$ cat config.mk
export PLATFORM = sky130hd
export DESIGN_NAME = idli_fetch_buf
export DESIGN_NICKNAME = d
export VERILOG_FILES = /design/src/rtl/idli_fetch_buf.sv
export SDC_FILE = /design/constraint.sdc
export NUM_CORES = 1
export LEC_CHECK = 0
export BUFFER_PORTS_ARGS = -buffer_cell sky130_fd_sc_hd__buf_2
export CAP_MARGIN = 20
export CORE_ASPECT_RATIO = 0.6
export CORE_MARGIN = 2
export CORE_UTILIZATION = 59
export DETAILED_ROUTE_END_ITERATION = 10
export PLACE_DENSITY_LB_ADDON = 0.1
export SYNTH_ARGS = -nofsm -noshare
export SYNTH_HDL_FRONTEND = slang
export SYNTH_SLANG_ARGS = --single-unit
export TNS_END_PERCENT = 10
$ cat constraint.sdc
create_clock -name i_dcd_gck -period 3.56 [get_ports i_dcd_gck]
set_input_delay 0.534 -clock i_dcd_gck [delete_from_list [all_inputs] [get_ports i_dcd_gck]]
set_output_delay 0.534 -clock i_dcd_gck [all_outputs]
set_load 0.05 [all_outputs]
$ cat src/rtl/idli_fetch_buf.sv
// idli_fetch_buf: nibble FIFO between the SQI instruction memory and the
// decoder. Collects four nibbles (one 16b instruction, MSB nibble first) and
// then issues them to the decoder on four consecutive cycles. A redirect
// (i_flush) discards the buffered stream once any in-flight instruction has
// been delivered in full.
// Optional build macro: IDLI_FETCH_BUF_PERF_EN adds o_perf_insn_cnt, a
// saturating count of issued instructions.
module idli_fetch_buf #(
    parameter int unsigned DEPTH = 8
) (
    input  logic        i_dcd_gck,
    input  logic        i_dcd_rst_n,
    input  logic [3:0]  i_mem_data,
    input  logic        i_mem_vld,
    output logic        o_mem_rdy,
    input  logic        i_flush,
    output logic [3:0]  o_dcd_enc,
    output logic        o_dcd_enc_vld
`ifdef IDLI_FETCH_BUF_PERF_EN
    ,
    output logic [15:0] o_perf_insn_cnt
`endif
);

    localparam int unsigned PTR_W = $clog2(DEPTH);
    localparam int unsigned CNT_W = PTR_W + 1;

    typedef enum logic [2:0] {
        IDLE = 3'd0,
        ISS0 = 3'd1,
        ISS1 = 3'd2,
        ISS2 = 3'd3,
        ISS3 = 3'd4
    } state_t;

    state_t             state;
    state_t             state_nxt;

    logic [3:0]         mem [DEPTH];
    logic [PTR_W-1:0]   rd_ptr;
    logic [PTR_W-1:0]   rd_ptr_nxt;
    logic [PTR_W-1:0]   wr_ptr;
    logic [PTR_W-1:0]   wr_ptr_nxt;
    logic [CNT_W-1:0]   count;
    logic [CNT_W-1:0]   count_nxt;
    logic               flush_pend;
    logic               flush_pend_nxt;

    logic               issuing_c;
    logic               push_c;
    logic               pop_c;
    logic               clear_c;

    // Flow control and decoder outputs, all decoded from flopped state only.
    assign issuing_c     = (state != IDLE);
    assign o_mem_rdy     = (count < CNT_W'(DEPTH)) && !flush_pend;
    assign o_dcd_enc_vld = issuing_c;
    assign o_dcd_enc     = issuing_c ? mem[rd_ptr] : 4'b0000;

    // FIFO bookkeeping: push/pop qualification, flush clearing, next pointers.
    always_comb begin
        pop_c          = issuing_c;
        // A flush empties the buffer immediately when idle, otherwise at the
        // edge that completes the instruction currently being delivered.
        clear_c        = ((state == IDLE) && i_flush) ||
                         ((state == ISS3) && (flush_pend || i_flush));
        push_c         = i_mem_vld && o_mem_rdy && !clear_c;
        rd_ptr_nxt     = rd_ptr;
        wr_ptr_nxt     = wr_ptr;
        count_nxt      = count;
        flush_pend_nxt = flush_pend;
        if (clear_c) begin
            rd_ptr_nxt     = '0;
            wr_ptr_nxt     = '0;
            count_nxt      = '0;
            flush_pend_nxt = 1'b0;
        end else begin
            rd_ptr_nxt = rd_ptr + PTR_W'(pop_c);
            wr_ptr_nxt = wr_ptr + PTR_W'(push_c);
            count_nxt  = count + CNT_W'(push_c) - CNT_W'(pop_c);
            if (issuing_c && i_flush) begin
                flush_pend_nxt = 1'b1;
            end
        end
    end

    // Issue sequencer: start when a whole instruction is buffered, then run
    // four cycles without stalling; chain straight into the next if possible.
    always_comb begin
        state_nxt = state;
        case (state)
            IDLE: begin
                if ((count >= CNT_W'(4)) && !flush_pend && !i_flush) begin
                    state_nxt = ISS0;
                end
            end
            ISS0: state_nxt = ISS1;
            ISS1: state_nxt = ISS2;
            ISS2: state_nxt = ISS3;
            ISS3: begin
                if ((count_nxt >= CNT_W'(4)) && !flush_pend && !i_flush) begin
                    state_nxt = ISS0;
                end else begin
                    state_nxt = IDLE;
                end
            end
            default: state_nxt = IDLE;
        endcase
    end

    // Sequencer state register.
    always_ff @(posedge i_dcd_gck or negedge i_dcd_rst_n) begin
        if (!i_dcd_rst_n) begin
            state <= IDLE;
        end else begin
            state <= state_nxt;
        end
    end

    // Pointers, occupancy and pending-flush flag.
    always_ff @(posedge i_dcd_gck or negedge i_dcd_rst_n) begin
        if (!i_dcd_rst_n) begin
            rd_ptr     <= '0;
            wr_ptr     <= '0;
            count      <= '0;
            flush_pend <= 1'b0;
        end else begin
            rd_ptr     <= rd_ptr_nxt;
            wr_ptr     <= wr_ptr_nxt;
            count      <= count_nxt;
            flush_pend <= flush_pend_nxt;
        end
    end

    // Nibble storage; contents are don't-care until written, so no reset.
    always_ff @(posedge i_dcd_gck) begin
        if (push_c) begin
            mem[wr_ptr] <= i_mem_data;
        end
    end

`ifdef IDLI_FETCH_BUF_PERF_EN
    // Saturating count of instructions issued (one per ISS3 cycle).
    always_ff @(posedge i_dcd_gck or negedge i_dcd_rst_n) begin
        if (!i_dcd_rst_n) begin
            o_perf_insn_cnt <= 16'h0000;
        end else if ((state == ISS3) && (o_perf_insn_cnt != 16'hFFFF)) begin
            o_perf_insn_cnt <= o_perf_insn_cnt + 16'h0001;
        end
    end
`endif

endmodule
### After elaboration in Yosys (flattened, before gate mapping)

Memory sizes are Yosys's and may differ from the RTL's.
Cells that the tools add are included.

* register bits: 14
* RAM bits: 32
* logic and storage cells: 47
* memories: 1

Memory list
* mem: words 8, width 4, rd ports 1, clocked after Yosys merged registers in 0, wr ports 1, line 39 `logic [3:0] mem [DEPTH];`

* add/subtract/negate cells: 4
* order comparisons: 3
* eq/ne operators: 5
* mux-type cells: 11
* reduce and logical (&&, ||, !) cells: 18

Operators with widths (number)
* 3-bit case mux with 5 select lines: 1
* 1-bit logical AND: 10
* 3-bit two-way mux: 3
* 4-bit by 3-bit >= comparator with 1-bit output, second input constant: 2
* 4-bit two-way mux: 2
* 3-bit by 1-bit adder with 3-bit output: 2
* 3-bit by 2-bit equality test with 1-bit output, second input constant: 2
* 1-bit two-way mux: 5
* 4-bit by 1-bit adder with 4-bit output: 1
* 4-bit < comparator, second input constant: 1
* 4-bit by 1-bit subtractor with 4-bit output: 1
* 3-bit by 1-bit equality test with 1-bit output, second input constant: 1
* 3-bit equality test, second input constant: 1
* 1-bit logical NOT: 3
* 3-bit logical NOT: 1
* 3-bit nonzero test: 1
* 1-bit logical OR: 2
* 2-bit by 1-bit inequality test with 1-bit output, second input constant: 1
* 2-bit nonzero test: 1

### Logic depth before layout (Yosys ltp)

* word-level depth: 13
* depth in mapped cells: 12

### Least setup slack after synthesis

Ideal clock, no wire load.

* path kind: register -> register
* from: reg flush_pend
* to: reg state[0]
* setup time: 0.118 ns
* data arrival time: 2.807 ns
* required time: 3.442 ns
* setup slack: 0.635 ns
* stages on the path, launching flop included: 12
* buffers on the path: 0
* cell sequence: dfrtp_1 nor2_1 nand3b_4 ha_1 inv_1 ha_1 inv_1 fa_1 or3b_1 o211ai_1 o311ai_1 a21o_1

RTL lines
* from (decl): line 46 `logic flush_pend;`
* from (signal assigned): line 131 `flush_pend <= flush_pend_nxt;`
* 1-bit logical NOT: line 56 `assign o_mem_rdy = (count < CNT_W'(DEPTH)) && !flush_pend;`
* 1-bit logical AND: line 56
* via o_mem_rdy: line 15 `output logic o_mem_rdy,`
* 1-bit logical AND (2 in series): line 67 `push_c = i_mem_vld && o_mem_rdy && !clear_c;`
* 4-bit by 1-bit adder with 4-bit output: line 80 `count_nxt = count + CNT_W'(push_c) - CNT_W'(pop_c);`
* 4-bit by 1-bit subtractor with 4-bit output: line 80
* 4-bit two-way mux: line 72 `if (clear_c) begin`
* 4-bit by 3-bit >= comparator with 1-bit output: line 101 `if ((count_nxt >= CNT_W'(4)) && !flush_pend && !i_flush) begin`
* 1-bit logical AND (2 in series): line 101
* 1-bit two-way mux: line 101
* 3-bit case mux with 5 select lines: line 91 `case (state)`
* to (signal assigned): line 116 `state <= state_nxt;`
* to (decl): line 36 `state_t state;`

The timed path passes the listed nets, and every way through them passes these cells.
A chain may end at the register's enable or synchronous reset.

### Final worst setup path

* from: reg state[2]
* to: reg state[0]

* cells in the longest elaborated chain, start to end: 13

RTL lines
* 3-bit equality test or 3-bit logical NOT (tied branches): line 66, 91, 65
* 1-bit logical AND, on equally long branches: line 66, 65
* 1-bit logical OR: line 65 `clear_c = ((state == IDLE) && i_flush) ||`
* 1-bit logical NOT: line 67
* 1-bit logical AND: line 67
* 4-bit by 1-bit adder with 4-bit output: line 80
* 4-bit by 1-bit subtractor with 4-bit output: line 80
* 4-bit two-way mux: line 72
* 4-bit by 3-bit >= comparator with 1-bit output: line 101
* 1-bit logical AND (2 in series): line 101
* 1-bit two-way mux: line 101
* 3-bit case mux with 5 select lines: line 91

Several ways; a longest one is shown, not always the timed one.

==> flow_summary.json <==
{
  "end_kind": "flip-flop",
  "avgSynthCellArea_um2": 15.31,
  "p_leak_uw": 0.0009174,
  "ys_top_cells_by_count": "32 x edfxtp_1, 15 x nor2_1, 14 x dfrtp_1, 9 x ha_1, 8 x mux4_2",
  "max_slew_margin_pct": 46.90,
  "seq_area_frac_synth_pct": 63.44,
  "yosysTopAreaCell": "edfxtp_1",
  "track_usage_pct": 20.23,
  "cts_max_path_buffers": 2,
  "grt_setup_unrepaired": "no",
  "critPathMaxStageDelay_ps": 460,
  "async_flop_share_pct": 30.43,
  "ys_ff_latch": 46,
  "ys.warnings.count": 0,
  "timing.fmax_mhz": 371.9,
  "timing.rr.start": "state[2]",
  "io_pins": 14,
  "setup_violations": 0,
  "syn_inst": 135,
  "vias_per_cell": 5.670,
  "place_congestion": 0.8343,
  "cts.repair.resized": 0,
  "ys_types": 32,
  "syn2layout_area_growth_pct": 11.08,
  "clock_skew_ps": 3.934,
  "cts_root_buffer": "clkbuf_8",
  "synthMuxAreaShare_pct": 10.65,
  "hold_viol_final": 0,
  "crit_fanout": 11,
  "firstDrtPassIters": 4,
  "powerDensity_nw_per_um2": 876.9,
  "tightest_slew_ps": 790.4,
  "drc": 0,
  "post_cts_buffers": 0,
  "synth.net_count": 153,
  "synthAdderAreaFrac_pct": 6.416,
  "core_region_area_um2": 3303,
  "fill_cells": 238,
  "post_drt_wl_per_cell_um": 17.61,
  "numCtsBuffers": 5,
  "maxSlewViolCount": 0,
  "clk_latency_ps": 290,
  "start_kind": "flip-flop",
  "p_sw_uw": 782.2,
  "path_buf_inv": 3,
  "stdcell_count": 200,
  "port_buffers": 13,
  "synth_top_family_by_area": "simple AND/OR/NAND/NOR gates",
  "tritoncts": "done",
  "tns_ps": 0,
  "crit_type": "flip-flop to flip-flop",
  "via_count": 1134,
  "dieArea_um2": 4008,
  "die_y_um": 49.85,
  "nets": 173,
  "netlist_area_um2": 2067,
  "ctsHoldBuffers": 0,
  "crit_required_ps": 3750,
  "die_w_um": 80.41,
  "p_total_uw": 2013,
  "hold_path.class": "input port to async pin",
  "ant_nets": 0,
  "placedCellCount": 193,
  "grt_max_degree": 15,
  "ir_drop_uv": 415.9,
  "r2r_cells": 13,
  "synth_compound_area_share_pct": 2.663,
  "placementRows": 16,
  "start_util_pct": 62.58,
  "wl_um": 3522,
  "cp_slowest_cell": "dfrtp_1",
  "cpLargestDelayFamily": "adder cells",
  "clock_sink_count": 46,
  "grt_pass1_vias": 1110,
  "synth_ff_type": "edfxtp_1",
  "outcome": "finished, final reports clean",
  "comb_power_share_pct": 42.9,
  "dp_hpwl_um": 2582,
  "p_clk_share_pct": 18.1,
  "critPathArrivalTime_ps": 2880,
  "synth_top_area_share_pct": 46.49,
  "yosys.area_share.simple_pct": 11.99,
  "drv_cap": 0,
  "globalRoute.totalOverflow": 0,
  "path_cells": "a21oi_2 > nor3_2 > buf_4 > nand3b_4 > ha_1 > inv_1 > ha_1 > inv_1 > fa_1 > or3b_1 > o211ai_1 > o311ai_1 > a21o_1",
  "min_period_over_period_pct": 75.53,
  "synth_xor_area_share_pct": 2.119,
  "fin_util_pct": 69.51,
  "grt_first_pass_wirelength_um": 5623,
  "synth_most_common_cell": "edfxtp_1",
  "synthTopCellsByArea": "edfxtp_1 46%, dfrtp_1 17%, mux4_2 8.7%",
  "drive_gt1_share_pct": 25.16,
  "insertedDiodeCount": 0,
  "h-tree-depth": 2,
  "cts.reportedPaths.clkPinSlew_ps": 80,
  "hold_ws_ps": 121.2,
  "p_seq_share_pct": 39.0,
  "period_minus_slack_ps": 2689,
  "switching_share_pct": 38.85,
  "synth_enable_flop_cells": 32,
  "drtIter0Drc": 81,
  "rr_endpoint": "state[0]",
  "reg2reg_slack_ps": 870,
  "antenna_found_initial": 0,
  "internal_power_uw": 1231
}
metal layers:
layer	part of all wire [%]	wire length, um	vias to the layer above	track usage [%]
li1	-	-	535	-
met1	52	1830	571	31.07
met2	43	1518	21	28.19
met3	3.9	137	7	6.044
met4	1.0	36	0	5.932
met5	0	0	-	0
layout by cell type, fill, tap and decap left out, types with 2 or more instances in the layout:
| master | synthesis | layout |
|---|---|---|
| a21o_1 | 2 | 2 |
| a21oi_1 | 3 | 3 |
| buf_2 | 1 | 13 |
| buf_4 | 0 | 4 |
| clkbuf_8 | 0 | 5 |
| dfrtp_1 | 14 | 14 |
| edfxtp_1 | 32 | 32 |
| ha_1 | 9 | 9 |
| inv_1 | 7 | 7 |
| mux2i_1 | 4 | 4 |
| mux4_2 | 8 | 8 |
| nand2_1 | 3 | 3 |
| nor2_1 | 15 | 15 |
| nor2b_1 | 7 | 7 |
| nor3_1 | 7 | 7 |
| nor3b_2 | 2 | 2 |
| xnor2_1 | 4 | 4 |
through the flow:
stage                     area [um^2]  worst slack, ps
after floorplan                  2067            634.8
after global placement           2193            796.6
after detailed placement         2193            720.3
after CTS                        2296            860.3
after global routing             2296            720.5
final                            2296            871.0
power groups by stage:
| stage | Clock (uW) | Sequential, uW | Combinational [uW] |
|---|---|---|---|
| global route | 395 | 804 | 956 |
| floorplan | 0 | 729 | 740 |
| finish | 364 | 785 | 864 |
| CTS | 365 | 786 | 876 |
| detailed placement | 0 | 798 | 870 |
| global placement | 0 | 793 | 847 |
area by class of cell:
class,count,area (um^2),area share [%]
Timing Repair Buffer,17,95.09,4.142
Sequential cell,46,1311,57.11
Clock buffer,5,68.82,2.997
Multi-Input combinational cell,77,699.4,30.46
Tap cell,45,56.30,2.452
Inverter,8,31.28,1.362
Clock inverter,2,33.78,1.471
registers in the layout, summed over array words and instances, names as in the netlist:
register / count
mem: 32
count: 4
rd_ptr: 3
state: 3
wr_ptr: 3
flush_pend: 1
cells by family (layout without fill, tap and decap cells):
group,count (synthesis),after routing
flops,46,46
simple gates,42,42
mux,12,12
buf+inv,12,32
fa+ha+maj,10,10
compound gates,8,8
xor+xnor,5,5
worst max-delay path by stage:
| stage | startpoint | to | slack [ps] | cells after the start |
|---|---|---|---|---|
| after global routing | state[2] | state[0] | 720 | 13 |
| after floorplan | flush_pend | state[0] | 630 | 11 |
| final | state[2] | state[0] | 870 | 13 |
| after global placement | i_flush | state[0] | 800 | 14 |
| after detailed placement | i_flush | state[0] | 720 | 14 |
| after CTS | state[2] | state[0] | 860 | 13 |
No activity file was read; power rests on OpenSTA's default activity.
